`config.mk`:
```
export PLATFORM = sky130hd
export DESIGN_NAME = mem_stage_cached
export DESIGN_NICKNAME = d
export VERILOG_FILES = /design/src/rtl/mem_stage_cached_pkg.sv /design/src/rtl/dm_cache_array.sv /design/src/rtl/mem_stage_cached.sv
export SDC_FILE = /design/constraint.sdc
export NUM_CORES = 1
export LEC_CHECK = 0
export ABC_CLOCK_PERIOD_IN_PS = 10400
export BUFFER_PORTS_ARGS = -buffer_cell sky130_fd_sc_hd__buf_2
export CORE_MARGIN = 8
export CORE_UTILIZATION = 62
export DETAILED_ROUTE_END_ITERATION = 10
export GPL_ROUTABILITY_DRIVEN = 0
export PLACE_DENSITY_LB_ADDON = 0.3
export SLEW_MARGIN = 20
export SYNTH_ARGS = -nofsm -noshare
export SYNTH_HDL_FRONTEND = slang
export SYNTH_SLANG_ARGS = --single-unit
```
`constraint.sdc`:
```
create_clock -name clk -period 10.4 [get_ports clk]
set_input_delay 2.08 -clock clk [delete_from_list [all_inputs] [get_ports clk]]
set_output_delay 2.08 -clock clk [all_outputs]
set_load 0.01 [all_outputs]
```
`src/rtl/mem_stage_cached_pkg.sv`:
```
// Shared types for the cached MEM stage: branch codes, FSM states, default widths.
package mem_stage_cached_pkg;

  localparam int DEF_DATA_W = 32;
  localparam int DEF_ADDR_W = 22;
  localparam int DEF_IDX_W  = 3;

  typedef enum logic [2:0] {
    BR_NEQ    = 3'd0,
    BR_EQ     = 3'd1,
    BR_GT     = 3'd2,
    BR_LT     = 3'd3,
    BR_GTE    = 3'd4,
    BR_LTE    = 3'd5,
    BR_OVFL   = 3'd6,
    BR_UNCOND = 3'd7
  } br_cond_e;

  typedef enum logic [1:0] {
    IDLE  = 2'd0,
    FILL  = 2'd1,
    WRITE = 2'd2
  } state_e;

endpackage

```
`src/rtl/dm_cache_array.sv`:
```
// Direct-mapped one-word-line storage: combinational lookup, single synchronous write port.
// Only valid bits are reset; tag/data contents survive reset and are masked by valid.
module dm_cache_array
  import mem_stage_cached_pkg::*;
#(
  parameter int DATA_W = DEF_DATA_W,
  parameter int ADDR_W = DEF_ADDR_W,
  parameter int IDX_W  = DEF_IDX_W
) (
  input  logic                    clk,
  input  logic                    rst,
  input  logic [IDX_W-1:0]        lk_idx,
  input  logic [ADDR_W-IDX_W-1:0] lk_tag,
  output logic                    lk_hit,
  output logic [DATA_W-1:0]       lk_data,
  input  logic                    wr_en,
  input  logic                    wr_fill,
  input  logic [IDX_W-1:0]        wr_idx,
  input  logic [ADDR_W-IDX_W-1:0] wr_tag,
  input  logic [DATA_W-1:0]       wr_data
);

  localparam int NLINES = 1 << IDX_W;
  localparam int TAG_W  = ADDR_W - IDX_W;

  logic [NLINES-1:0] valid_q, valid_d;
  logic [TAG_W-1:0]  tag_q  [NLINES];
  logic [DATA_W-1:0] data_q [NLINES];

  always_comb begin
    valid_d = valid_q;
    if (wr_en && wr_fill) valid_d[wr_idx] = 1'b1;
  end

  always_ff @(posedge clk or posedge rst) begin
    if (rst) valid_q <= '0;
    else     valid_q <= valid_d;
  end

  // Store-hits update data only; tag is rewritten only by a line fill.
  always_ff @(posedge clk) begin
    if (wr_en)            data_q[wr_idx] <= wr_data;
    if (wr_en && wr_fill) tag_q[wr_idx]  <= wr_tag;
  end

  assign lk_hit  = valid_q[lk_idx] && (tag_q[lk_idx] == lk_tag);
  assign lk_data = data_q[lk_idx];

endmodule

```
`src/rtl/mem_stage_cached.sv`:
```
// MEM stage with direct-mapped write-through cache, sprite/ALU mux and branch resolution.
// Define MEM_PERF_CNT_EN to add saturating hit_cnt/miss_cnt outputs.
module mem_stage_cached
  import mem_stage_cached_pkg::*;
#(
  parameter int DATA_W = DEF_DATA_W,
  parameter int ADDR_W = DEF_ADDR_W,
  parameter int IDX_W  = DEF_IDX_W
) (
  input  logic              clk,
  input  logic              rst,
  input  logic              re,
  input  logic              we,
  input  logic [ADDR_W-1:0] addr,
  input  logic [DATA_W-1:0] wr_data,
  input  logic              hlt,
  input  logic [ADDR_W-1:0] hlt_addr,
  input  logic [DATA_W-1:0] ALU_result,
  input  logic [DATA_W-1:0] sprite_data,
  input  logic              sprite_ALU_select,
  input  logic              flag_ov,
  input  logic              flag_neg,
  input  logic              flag_zero,
  input  logic [2:0]        branch_condition,
  output logic              stall,
  output logic [DATA_W-1:0] mem_result,
  output logic              cache_hit,
  output logic [DATA_W-1:0] sprite_ALU_result,
  output logic              branch_taken,
  output logic              mem_req,
  output logic              mem_we,
  output logic [ADDR_W-1:0] mem_addr,
  output logic [DATA_W-1:0] mem_wdata,
  input  logic [DATA_W-1:0] mem_rdata,
  input  logic              mem_ack
`ifdef MEM_PERF_CNT_EN
  ,
  output logic [31:0]       hit_cnt,
  output logic [31:0]       miss_cnt
`endif
);

  localparam int TAG_W = ADDR_W - IDX_W;

  state_e            state_q, state_d;
  logic [DATA_W-1:0] mem_result_q, mem_result_d;
  logic              mem_req_q, mem_req_d;
  logic              mem_we_q, mem_we_d;
  logic [ADDR_W-1:0] mem_addr_q, mem_addr_d;
  logic [DATA_W-1:0] mem_wdata_q, mem_wdata_d;

  logic [ADDR_W-1:0] lk_addr;
  logic [IDX_W-1:0]  lk_idx;
  logic [TAG_W-1:0]  lk_tag;
  logic              eff_rd, eff_wr;
  logic              arr_hit;
  logic [DATA_W-1:0] arr_data;
  logic              arr_wr_en, arr_wr_fill;
  logic [IDX_W-1:0]  arr_wr_idx;
  logic [TAG_W-1:0]  arr_wr_tag;
  logic [DATA_W-1:0] arr_wr_data;
  logic              stall_raw;
  logic              hit_ev, miss_ev;

  // Halt overrides the pipeline op with a debug read; store beats load when both are set.
  assign lk_addr = hlt ? hlt_addr : addr;
  assign lk_idx  = lk_addr[IDX_W-1:0];
  assign lk_tag  = lk_addr[ADDR_W-1:IDX_W];
  assign eff_wr  = !hlt && we;
  assign eff_rd  = hlt || re;

  dm_cache_array #(
    .DATA_W (DATA_W),
    .ADDR_W (ADDR_W),
    .IDX_W  (IDX_W)
  ) u_array (
    .clk     (clk),
    .rst     (rst),
    .lk_idx  (lk_idx),
    .lk_tag  (lk_tag),
    .lk_hit  (arr_hit),
    .lk_data (arr_data),
    .wr_en   (arr_wr_en && !rst),
    .wr_fill (arr_wr_fill),
    .wr_idx  (arr_wr_idx),
    .wr_tag  (arr_wr_tag),
    .wr_data (arr_wr_data)
  );

  always_comb begin
    state_d      = state_q;
    mem_result_d = mem_result_q;
    mem_req_d    = mem_req_q;
    mem_we_d     = mem_we_q;
    mem_addr_d   = mem_addr_q;
    mem_wdata_d  = mem_wdata_q;
    stall_raw    = 1'b0;
    arr_wr_en    = 1'b0;
    arr_wr_fill  = 1'b0;
    arr_wr_idx   = lk_idx;
    arr_wr_tag   = lk_tag;
    arr_wr_data  = wr_data;
    hit_ev       = 1'b0;
    miss_ev      = 1'b0;

    case (state_q)
      IDLE: begin
        if (eff_wr) begin
          stall_raw   = 1'b1;
          mem_req_d   = 1'b1;
          mem_we_d    = 1'b1;
          mem_addr_d  = addr;
          mem_wdata_d = wr_data;
          arr_wr_en   = arr_hit;
          state_d     = WRITE;
        end else if (eff_rd) begin
          if (arr_hit) begin
            mem_result_d = arr_data;
            hit_ev       = 1'b1;
          end else begin
            stall_raw  = 1'b1;
            mem_req_d  = 1'b1;
            mem_we_d   = 1'b0;
            mem_addr_d = lk_addr;
            miss_ev    = 1'b1;
            state_d    = FILL;
          end
        end
      end
      FILL: begin
        stall_raw = !mem_ack;
        if (mem_ack) begin
          // Index/tag come from the registered request so the fill is self-contained.
          arr_wr_en    = 1'b1;
          arr_wr_fill  = 1'b1;
          arr_wr_idx   = mem_addr_q[IDX_W-1:0];
          arr_wr_tag   = mem_addr_q[ADDR_W-1:IDX_W];
          arr_wr_data  = mem_rdata;
          mem_result_d = mem_rdata;
          mem_req_d    = 1'b0;
          state_d      = IDLE;
        end
      end
      WRITE: begin
        stall_raw = !mem_ack;
        if (mem_ack) begin
          mem_req_d = 1'b0;
          state_d   = IDLE;
        end
      end
      default: state_d = IDLE;
    endcase
  end

  always_ff @(posedge clk or posedge rst) begin
    if (rst) begin
      state_q      <= IDLE;
      mem_result_q <= '0;
      mem_req_q    <= 1'b0;
      mem_we_q     <= 1'b0;
      mem_addr_q   <= '0;
      mem_wdata_q  <= '0;
    end else begin
      state_q      <= state_d;
      mem_result_q <= mem_result_d;
      mem_req_q    <= mem_req_d;
      mem_we_q     <= mem_we_d;
      mem_addr_q   <= mem_addr_d;
      mem_wdata_q  <= mem_wdata_d;
    end
  end

  assign stall      = stall_raw && !rst;
  assign cache_hit  = (state_q == IDLE) && arr_hit;
  assign mem_result = mem_result_q;
  assign mem_req    = mem_req_q;
  assign mem_we     = mem_we_q;
  assign mem_addr   = mem_addr_q;
  assign mem_wdata  = mem_wdata_q;

`ifdef MEM_PERF_CNT_EN
  logic [31:0] hit_cnt_q, hit_cnt_d;
  logic [31:0] miss_cnt_q, miss_cnt_d;

  always_comb begin
    hit_cnt_d  = hit_cnt_q;
    miss_cnt_d = miss_cnt_q;
    if (hit_ev && hit_cnt_q != 32'hFFFF_FFFF)   hit_cnt_d  = hit_cnt_q + 32'd1;
    if (miss_ev && miss_cnt_q != 32'hFFFF_FFFF) miss_cnt_d = miss_cnt_q + 32'd1;
  end

  always_ff @(posedge clk or posedge rst) begin
    if (rst) begin
      hit_cnt_q  <= '0;
      miss_cnt_q <= '0;
    end else begin
      hit_cnt_q  <= hit_cnt_d;
      miss_cnt_q <= miss_cnt_d;
    end
  end

  assign hit_cnt  = hit_cnt_q;
  assign miss_cnt = miss_cnt_q;
`endif

  assign sprite_ALU_result = sprite_ALU_select ? sprite_data : ALU_result;

  always_comb begin
    branch_taken = 1'b0;
    case (br_cond_e'(branch_condition))
      BR_NEQ:    branch_taken = !flag_zero;
      BR_EQ:     branch_taken = flag_zero;
      BR_GT:     branch_taken = !flag_zero && !flag_neg;
      BR_LT:     branch_taken = flag_neg;
      BR_GTE:    branch_taken = !flag_neg;
      BR_LTE:    branch_taken = flag_neg || flag_zero;
      BR_OVFL:   branch_taken = flag_ov;
      BR_UNCOND: branch_taken = 1'b1;
      default:   branch_taken = 1'b0;
    endcase
  end

endmodule

```
# Yosys cells after proc, flatten, opt, wreduce, memory -nomap -nowiden

Memories as Yosys holds them, arrays and structs flattened.
Cells that the tools add are included.

Add/subtract/negate cells: 0
Multiply operators: 0
Divide/modulo/power cells: 0
$lt $le $gt $ge: 3
Equality and inequality tests: 18
Shifts and indexed selects: 0
Multiplexer cells: 46
Bitwise logic cells: 1
Reduce and logical (&&, ||, !) cells: 26

Operator list:

| kind                                                                  | number |
|---|---|
| 32-bit two-way mux                                                    | 7 |
| 22-bit two-way mux                                                    | 4 |
| 32-bit case mux with 2 select lines                                   | 1 |
| 19-bit two-way mux                                                    | 2 |
| 19-bit == test                                                        | 1 |
| 1-bit two-way mux                                                     | 19 |
| 3-bit == test (second input constant)                                 | 4 |
| 2-bit inequality test (second input constant)                         | 5 |
| 1-bit logical AND                                                     | 8 |
| 3-bit by 4-bit < comparator with 1-bit output (second input constant) | 2 |
| 2-bit two-way mux                                                     | 4 |
| 8-bit bitwise OR                                                      | 1 |
| 1-bit case mux with 8 select lines                                    | 1 |
| 3-bit by 2-bit == test with 1-bit output (second input constant)      | 2 |
| 3-bit two-way mux                                                     | 2 |
| 3-bit inequality test (second input constant)                         | 2 |
| 1-bit case mux with 2 select lines                                    | 3 |
| 3-bit AND reduction                                                   | 2 |
| 2-bit nonzero test                                                    | 3 |
| 1-bit logical NOT                                                     | 5 |
| 5-bit AND reduction                                                   | 1 |
| 2-bit case mux with 2 select lines                                    | 1 |
| 4-bit AND reduction                                                   | 1 |
| 1-bit binary-select mux with 3-bit select                             | 1 |
| 11 further kinds                                                      | 12 |

Flip-flop bits (word level): 98
Latch bits: 0
Bits in writable memories: 408
ROM bits: 0
Input port bits: 185
Output and inout bits: 123
Logic and storage cells: 103
Memories kept: 2

Memories:

| name           | depth | width | rd ports | clocked after memory_dff | write ports | line                 | source |
|---|---|---|---|---|---|---|---|
| u_array.data_q | 8     | 32    | 1        | 0                        | 1           | dm_cache_array.sv:28 | `logic [DATA_W-1:0] data_q [NLINES];` |
| u_array.tag_q  | 8     | 19    | 1        | 0                        | 1           | dm_cache_array.sv:27 | `logic [TAG_W-1:0] tag_q [NLINES];` |

# Depth between registers and ports, before layout

Word-level depth: 10
Mapped depth: 16
Gate-level depth less buffers: 10

# Modules after synthesis

Synthesis repeated with hierarchy kept, for this count alone.

Cell total of the unflattened synthesis: 1163
Area total of the unflattened synthesis: 21032.7 um2

By module, submodules not included:

| module           | times used | cells an instance | area each (um2) | sequential area each (um2) |
|---|---|---|---|---|
| dm_cache_array   | 1          | 673               | 15972.8         | 12451.9 |
| mem_stage_cached | 1          | 490               | 5059.9          | 2252.2 |

# Worst setup path after synthesis

Ideal clock, no wire load.

Path kind: input-to-reg
From: input rst
To: memory u_array.data_q[2][0] (netlist bit) (enable)
Setup time: 425 ps
Arrival time: 6351 ps
Data required time: 9975 ps
Setup slack: 3624 ps
Cell stages on the path: 4
Path buffers: 0
Path through: inv_1 -> nand3_1 -> o31ai_1 -> nor2b_1

Cells in the longest elaborated chain, start to end: 4

Ends and longest elaborated chain:

| element                                 | line                   | source |
|---|---|---|
| from (decl)                             | mem_stage_cached.sv:11 | `input logic rst,` |
| 1-bit logical NOT (no line)             | n/a                    |  |
| 1-bit logical AND                       | mem_stage_cached.sv:83 | `.wr_en (arr_wr_en && !rst),` |
| 1-bit two-way mux                       | dm_cache_array.sv:42   | `if (wr_en) data_q[wr_idx] <= wr_data;` |
| 1-bit two-way mux (implied by the code) | dm_cache_array.sv:42   |  |
| to (decl)                               | dm_cache_array.sv:28   |  |

Every way passes these cells.

# Worst setup path after layout

From: input hlt
To: output stall

Cells in the longest elaborated chain, start to end: 9
Elaborated cells between the ends (all ways): 14
Those cells by class: eq/ne (1); mux (7); reduce/logical (5); memory (1)

Ends and longest elaborated chain:

| element                                                                             | line                    | source |
|---|---|---|
| from (decl)                                                                         | mem_stage_cached.sv:16  | `input logic hlt,` |
| 22-bit two-way mux                                                                  | mem_stage_cached.sv:66  | `assign lk_addr = hlt ? hlt_addr : addr;` |
| memory read 8 x 19 bit or 1-bit binary-select mux with 3-bit select (tied branches) | n/a                     |  |
| 19-bit == test or 1-bit two-way mux (tied branches)                                 | dm_cache_array.sv:46    | `assign lk_hit = valid_q[lk_idx] && (tag_q[lk_idx] == lk_tag);` |
| 1-bit logical AND                                                                   | dm_cache_array.sv:46    |  |
| 1-bit two-way mux                                                                   | mem_stage_cached.sv:117 | `if (arr_hit) begin` |
| 1-bit two-way mux                                                                   | mem_stage_cached.sv:116 | `end else if (eff_rd) begin` |
| 1-bit two-way mux *                                                                 | mem_stage_cached.sv:108 | `if (eff_wr) begin` |
| 1-bit case mux with 2 select lines *                                                | mem_stage_cached.sv:106 | `case (state_q)` |
| 1-bit logical AND *                                                                 | mem_stage_cached.sv:173 | `assign stall = stall_raw && !rst;` |
| to (decl)                                                                           | mem_stage_cached.sv:25  | `output logic stall,` |

Mark *: on every way between the ends. The rest lies on a longest branch, timed or not. The select of a mux whose other input is x is not followed.

==> results.py <==
metrics = {
    "run_status": {
        "outcome": "complete, no violations",
    },
    "worst_setup_path": {
        "critPathLaunchType": "input pin",
        "critical_path.top_delay_family": "simple AND/OR/NAND/NOR gates",
        "list_of_cells_traversed_by_the_critical_path": "buf_2 -> buf_4 -> nand2b_1 -> nand2_4 -> mux2i_1 -> xor2_1 -> or4_1 -> nor4b_4 -> nand3_2 -> nand3_1 -> a311oi_1 -> buf_2",
        "critPathRequiredTime_ns": 8.32,
        "path_class": "in2out",
        "endpoint": "stall",
        "reg2reg_slack_ns": 6.24,
        "worstReg2RegStart": "u_array.tag_q[3][17]",
        "length_in_cells_of_the_worst_reg_to_reg_path": 9,
        "cp.arrival_ns": 6.51,
        "crit_fanout": 75,
        "critical-path-top-cell-by-count": "sky130_fd_sc_hd__buf_2",
        "reg2reg_to": "u_array.data_q[0][8]",
        "critPathMaxStageDelay_ns": 0.61,
        "cp-end-kind": "primary output",
        "cpMaxStageDelayCell": "sky130_fd_sc_hd__buf_4",
        "critical_path_depth": 12,
        "timing.critical_path.buf_inv": 3,
        "startpoint": "hlt",
    },
    "final_layout": {
        "multi_input_area_um2": 7530,
        "area_growth_syn_to_layout_pct": 15.8,
        "insertedDiodeCount": 0,
        "n_fill_cell": 2300,
        "register_area_um2": 14700,
        "fraction_of_layout_cells_with_a_size_suffix_above_1_pct": 28.7,
        "num-nets-final": 2257,
    },
    "synthesis": {
        "dominant_combinational_cell_family_by_area_after_synthesis": "simple AND/OR/NAND/NOR gates",
        "synth_fa_ha_area_share_pct": 0.165,
        "synth_compound_gate_area_share_pct": 10.1,
        "post_synth_instance_area_um2": 22800,
        "fraction_of_synthesis_flops_using_an_asynchronous_set_or_reset_pin_pct": 19.4,
        "synth_most_common_cell": "sky130_fd_sc_hd__edfxtp_1",
        "synthDistinctLibCells": 78,
        "netlist_instances": 1803,
        "ys.flop_type": "sky130_fd_sc_hd__edfxtp_1",
        "netlist_top_cells_area": "sky130_fd_sc_hd__edfxtp_1 54%, sky130_fd_sc_hd__dfrtp_1 11%, sky130_fd_sc_hd__nand2_1 6.1%",
        "syn-mean-instance-area_um2": 12.6,
        "sequential_cell_area_fraction_in_the_yosys_report_pct": 64.6,
        "syn-num-nets": 1991,
        "synth-warning-count": 0,
        "synth.ff_latch_count": 506,
        "synth_largest_type_area_fraction_pct": 53.8,
        "number_of_enable_flip_flop_cells_after_synthesis": 408,
        "synth_area_leader_cell": "sky130_fd_sc_hd__edfxtp_1",
        "post_synth_xor_area_fraction_pct": 0.461,
        "synthSimpleGateAreaFrac_pct": 12.7,
        "synth.top_cells.by_count": "408 x sky130_fd_sc_hd__edfxtp_1, 369 x sky130_fd_sc_hd__nand2_1, 101 x sky130_fd_sc_hd__mux2_2",
        "synth_mux_area_share_pct": 9.29,
    },
    "sta": {
        "rsz0062_at_grt": "false",
        "fmax_mhz": 116,
        "fin_tns_setup_ns": 0,
        "timing.final.hold_violations": 0,
        "post-route-min-period_ns": 8.59,
        "finClkSkew_ns": 0.0338,
        "finalSetupViolCount": 0,
        "finalMaxSlewViolations": 0,
        "fin_crit_sh_pct": 82.6,
        "worst_slew_margin_rel_pct": 25.2,
        "worst-slew-pin-transition_ns": 1.12,
    },
    "route": {
        "wirelength_routed_um": 60300,
        "antenna_violating_nets_post_route": 0,
        "detail_route.wl_per_cell_um": 23.4,
        "detailedRoute.firstPassIterationCount": 6,
        "drcViolationCount": 0,
        "route.vias.total": 16300,
        "drt_iter0_drc": 1538,
        "routed_via_density": 6.31,
    },
    "cts": {
        "cts-htree-levels": 2,
        "post_cts_buffers": 0,
        "tritoncts": "yes",
        "ctsRootBufferMaster": "sky130_fd_sc_hd__clkbuf_16",
        "maximum_number_of_buffers_from_clock_root_to_sink": 3,
        "cts-resized-gates": 0,
        "cts_made_buffers": 49,
        "tritoncts_num_sinks": 506,
        "later_pin_clock_latency_in_the_skew_report_ns": 0.60,
        "clk_pin_slew_worst_paths_ns": 0.06,
        "hold_buffers": 0,
    },
    "hold_path": {
        "timing.hold.worst.class": "reg2reg",
        "min_path_cells": 1,
    },
    "global_route": {
        "via_count_of_the_first_global_routing_pass": 16900,
        "globalRouteTotalUtil_pct": 27.3,
        "grt_start_max_net_pins": 82,
        "first_pass_grt_wire_length_um": 93400,
        "globalRouteOverflowTotal": 0,
        "grt_antenna_before_repair": 0,
    },
    "power": {
        "combPwrFrac_pct": 24.0,
        "netSwitchingPower_uw": 1780,
        "netSwitchingFraction_pct": 29.5,
        "power.share.clock_pct": 31.3,
        "power.leakage_uw": 0.0102,
        "ir_drop_mv": 0.163,
        "power.total_uw": 6010,
        "powerDensity_nw_per_um2": 228,
        "power.sequential.fraction_pct": 44.7,
        "intPower_uw": 4240,
    },
    "place": {
        "post-dp-hpwl_um": 37000,
        "io_buffers": 307,
    },
    "run": {
        "max_cap_viol_count": 0,
    },
    "floorplan": {
        "die-height_um": 208,
        "start_util_pct": 62.5,
        "core-area_um2": 36400,
        "rows": 70,
        "die-area_um2": 43100,
        "die_x_um": 208,
        "io_pins": 308,
    },
}
==> power by group through the flow <==
stage	Clock [µW]	Sequential (µW)	Combinational, µW
after global routing	1970	2710	1560
after floorplan	0	2770	859
after detailed placement	0	2720	1440
final	1880	2690	1440
after CTS	1900	2690	1450
after global placement	0	2710	1400
==> how the worst min path moves through the flow <==
stage | startpoint | to | slack [ns]
2_1_floorplan | u_array.valid_q[0] | u_array.valid_q[0] | 0.44
3_3_place_gp | u_array.valid_q[6] | u_array.valid_q[6] | 0.45
3_5_place_dp | u_array.valid_q[4] | u_array.valid_q[4] | 0.46
4_1_cts | u_array.valid_q[5] | u_array.valid_q[5] | 0.48
5_1_grt | u_array.valid_q[5] | u_array.valid_q[5] | 0.50
6_report | u_array.valid_q[5] | u_array.valid_q[5] | 0.48
==> logic make-up after synthesis <==
logic type	count (synthesis)
DFF	506
buffers and inverters	134
muxes	177
AOI/OAI and AO/OA	324
xor gates and xnor gates	12
and+or+nand+nor	647
adders and majority gates	3
==> layout by cell type, fill, tap and decap left out, drive strengths merged, types with 7 or more instances in the layout <==
cell type,instances
a211oi,35
a21oi,72
a221oi,8
a22o,7
a22oi,14
a311oi,33
a31oi,41
a32o,7
and2,13
and3,36
buf,338
bufinv,7
clkbuf,66
clkinv,16
dfrtp,98
edfxtp,408
inv,13
mux2,132
mux2i,41
nand2,369
nand2b,14
nand3,77
nor2,74
nor2b,27
nor3,11
o21ai,54
o22ai,13
or2,11
==> metrics by stage <==
| step | setup slack (ns) | util [%] | hold WS, ns | std cells | cell area (µm²) |
|---|---|---|---|---|---|
| 4_1_cts | 1.98 | 72.3 | 0.480 | 2578 | 26400 |
| 6_report | 1.81 | 72.4 | 0.476 | 2578 | 26400 |
| 3_3_place_gp | 2.14 | 67.6 | 0.453 | 2486 | 24600 |
| 2_1_floorplan | 3.62 | - | 0.439 | 1803 | 22800 |
| 3_5_place_dp | 1.97 | 67.6 | 0.460 | 2486 | 24600 |
| 5_1_grt | 1.57 | 72.4 | 0.496 | 2578 | 26400 |
==> registers in the layout, summed over array words and instances (netlist names) <==
signal           count
u_array.valid_q      8
state_q              2
mem_we               1
u_array.data_q     256
mem_wdata           32
mem_req              1
mem_addr            22
u_array.tag_q      152
mem_result          32
==> area by class of cell <==
| type | count | area share, % |
|---|---|---|
| clock buffers | 66 | 5.21 |
| clock inverters | 26 | 1.34 |
| well taps | 468 | 2.22 |
| repair buffers | 338 | 6.71 |
| multi-input cells | 1163 | 28.6 |
| inverters | 11 | 0.166 |
| flip-flops and latches | 506 | 55.8 |
==> per-layer routing <==
| layer | routed length (µm) | global-route usage [%] |
|---|---|---|
| met1 | 22600 | 33.6 |
| met2 | 30100 | 46.7 |
| met3 | 5310 | 5.15 |
| met4 | 2320 | 12.5 |
| met5 | 0 | 0 |
Power figures use the tool's default switching activity.
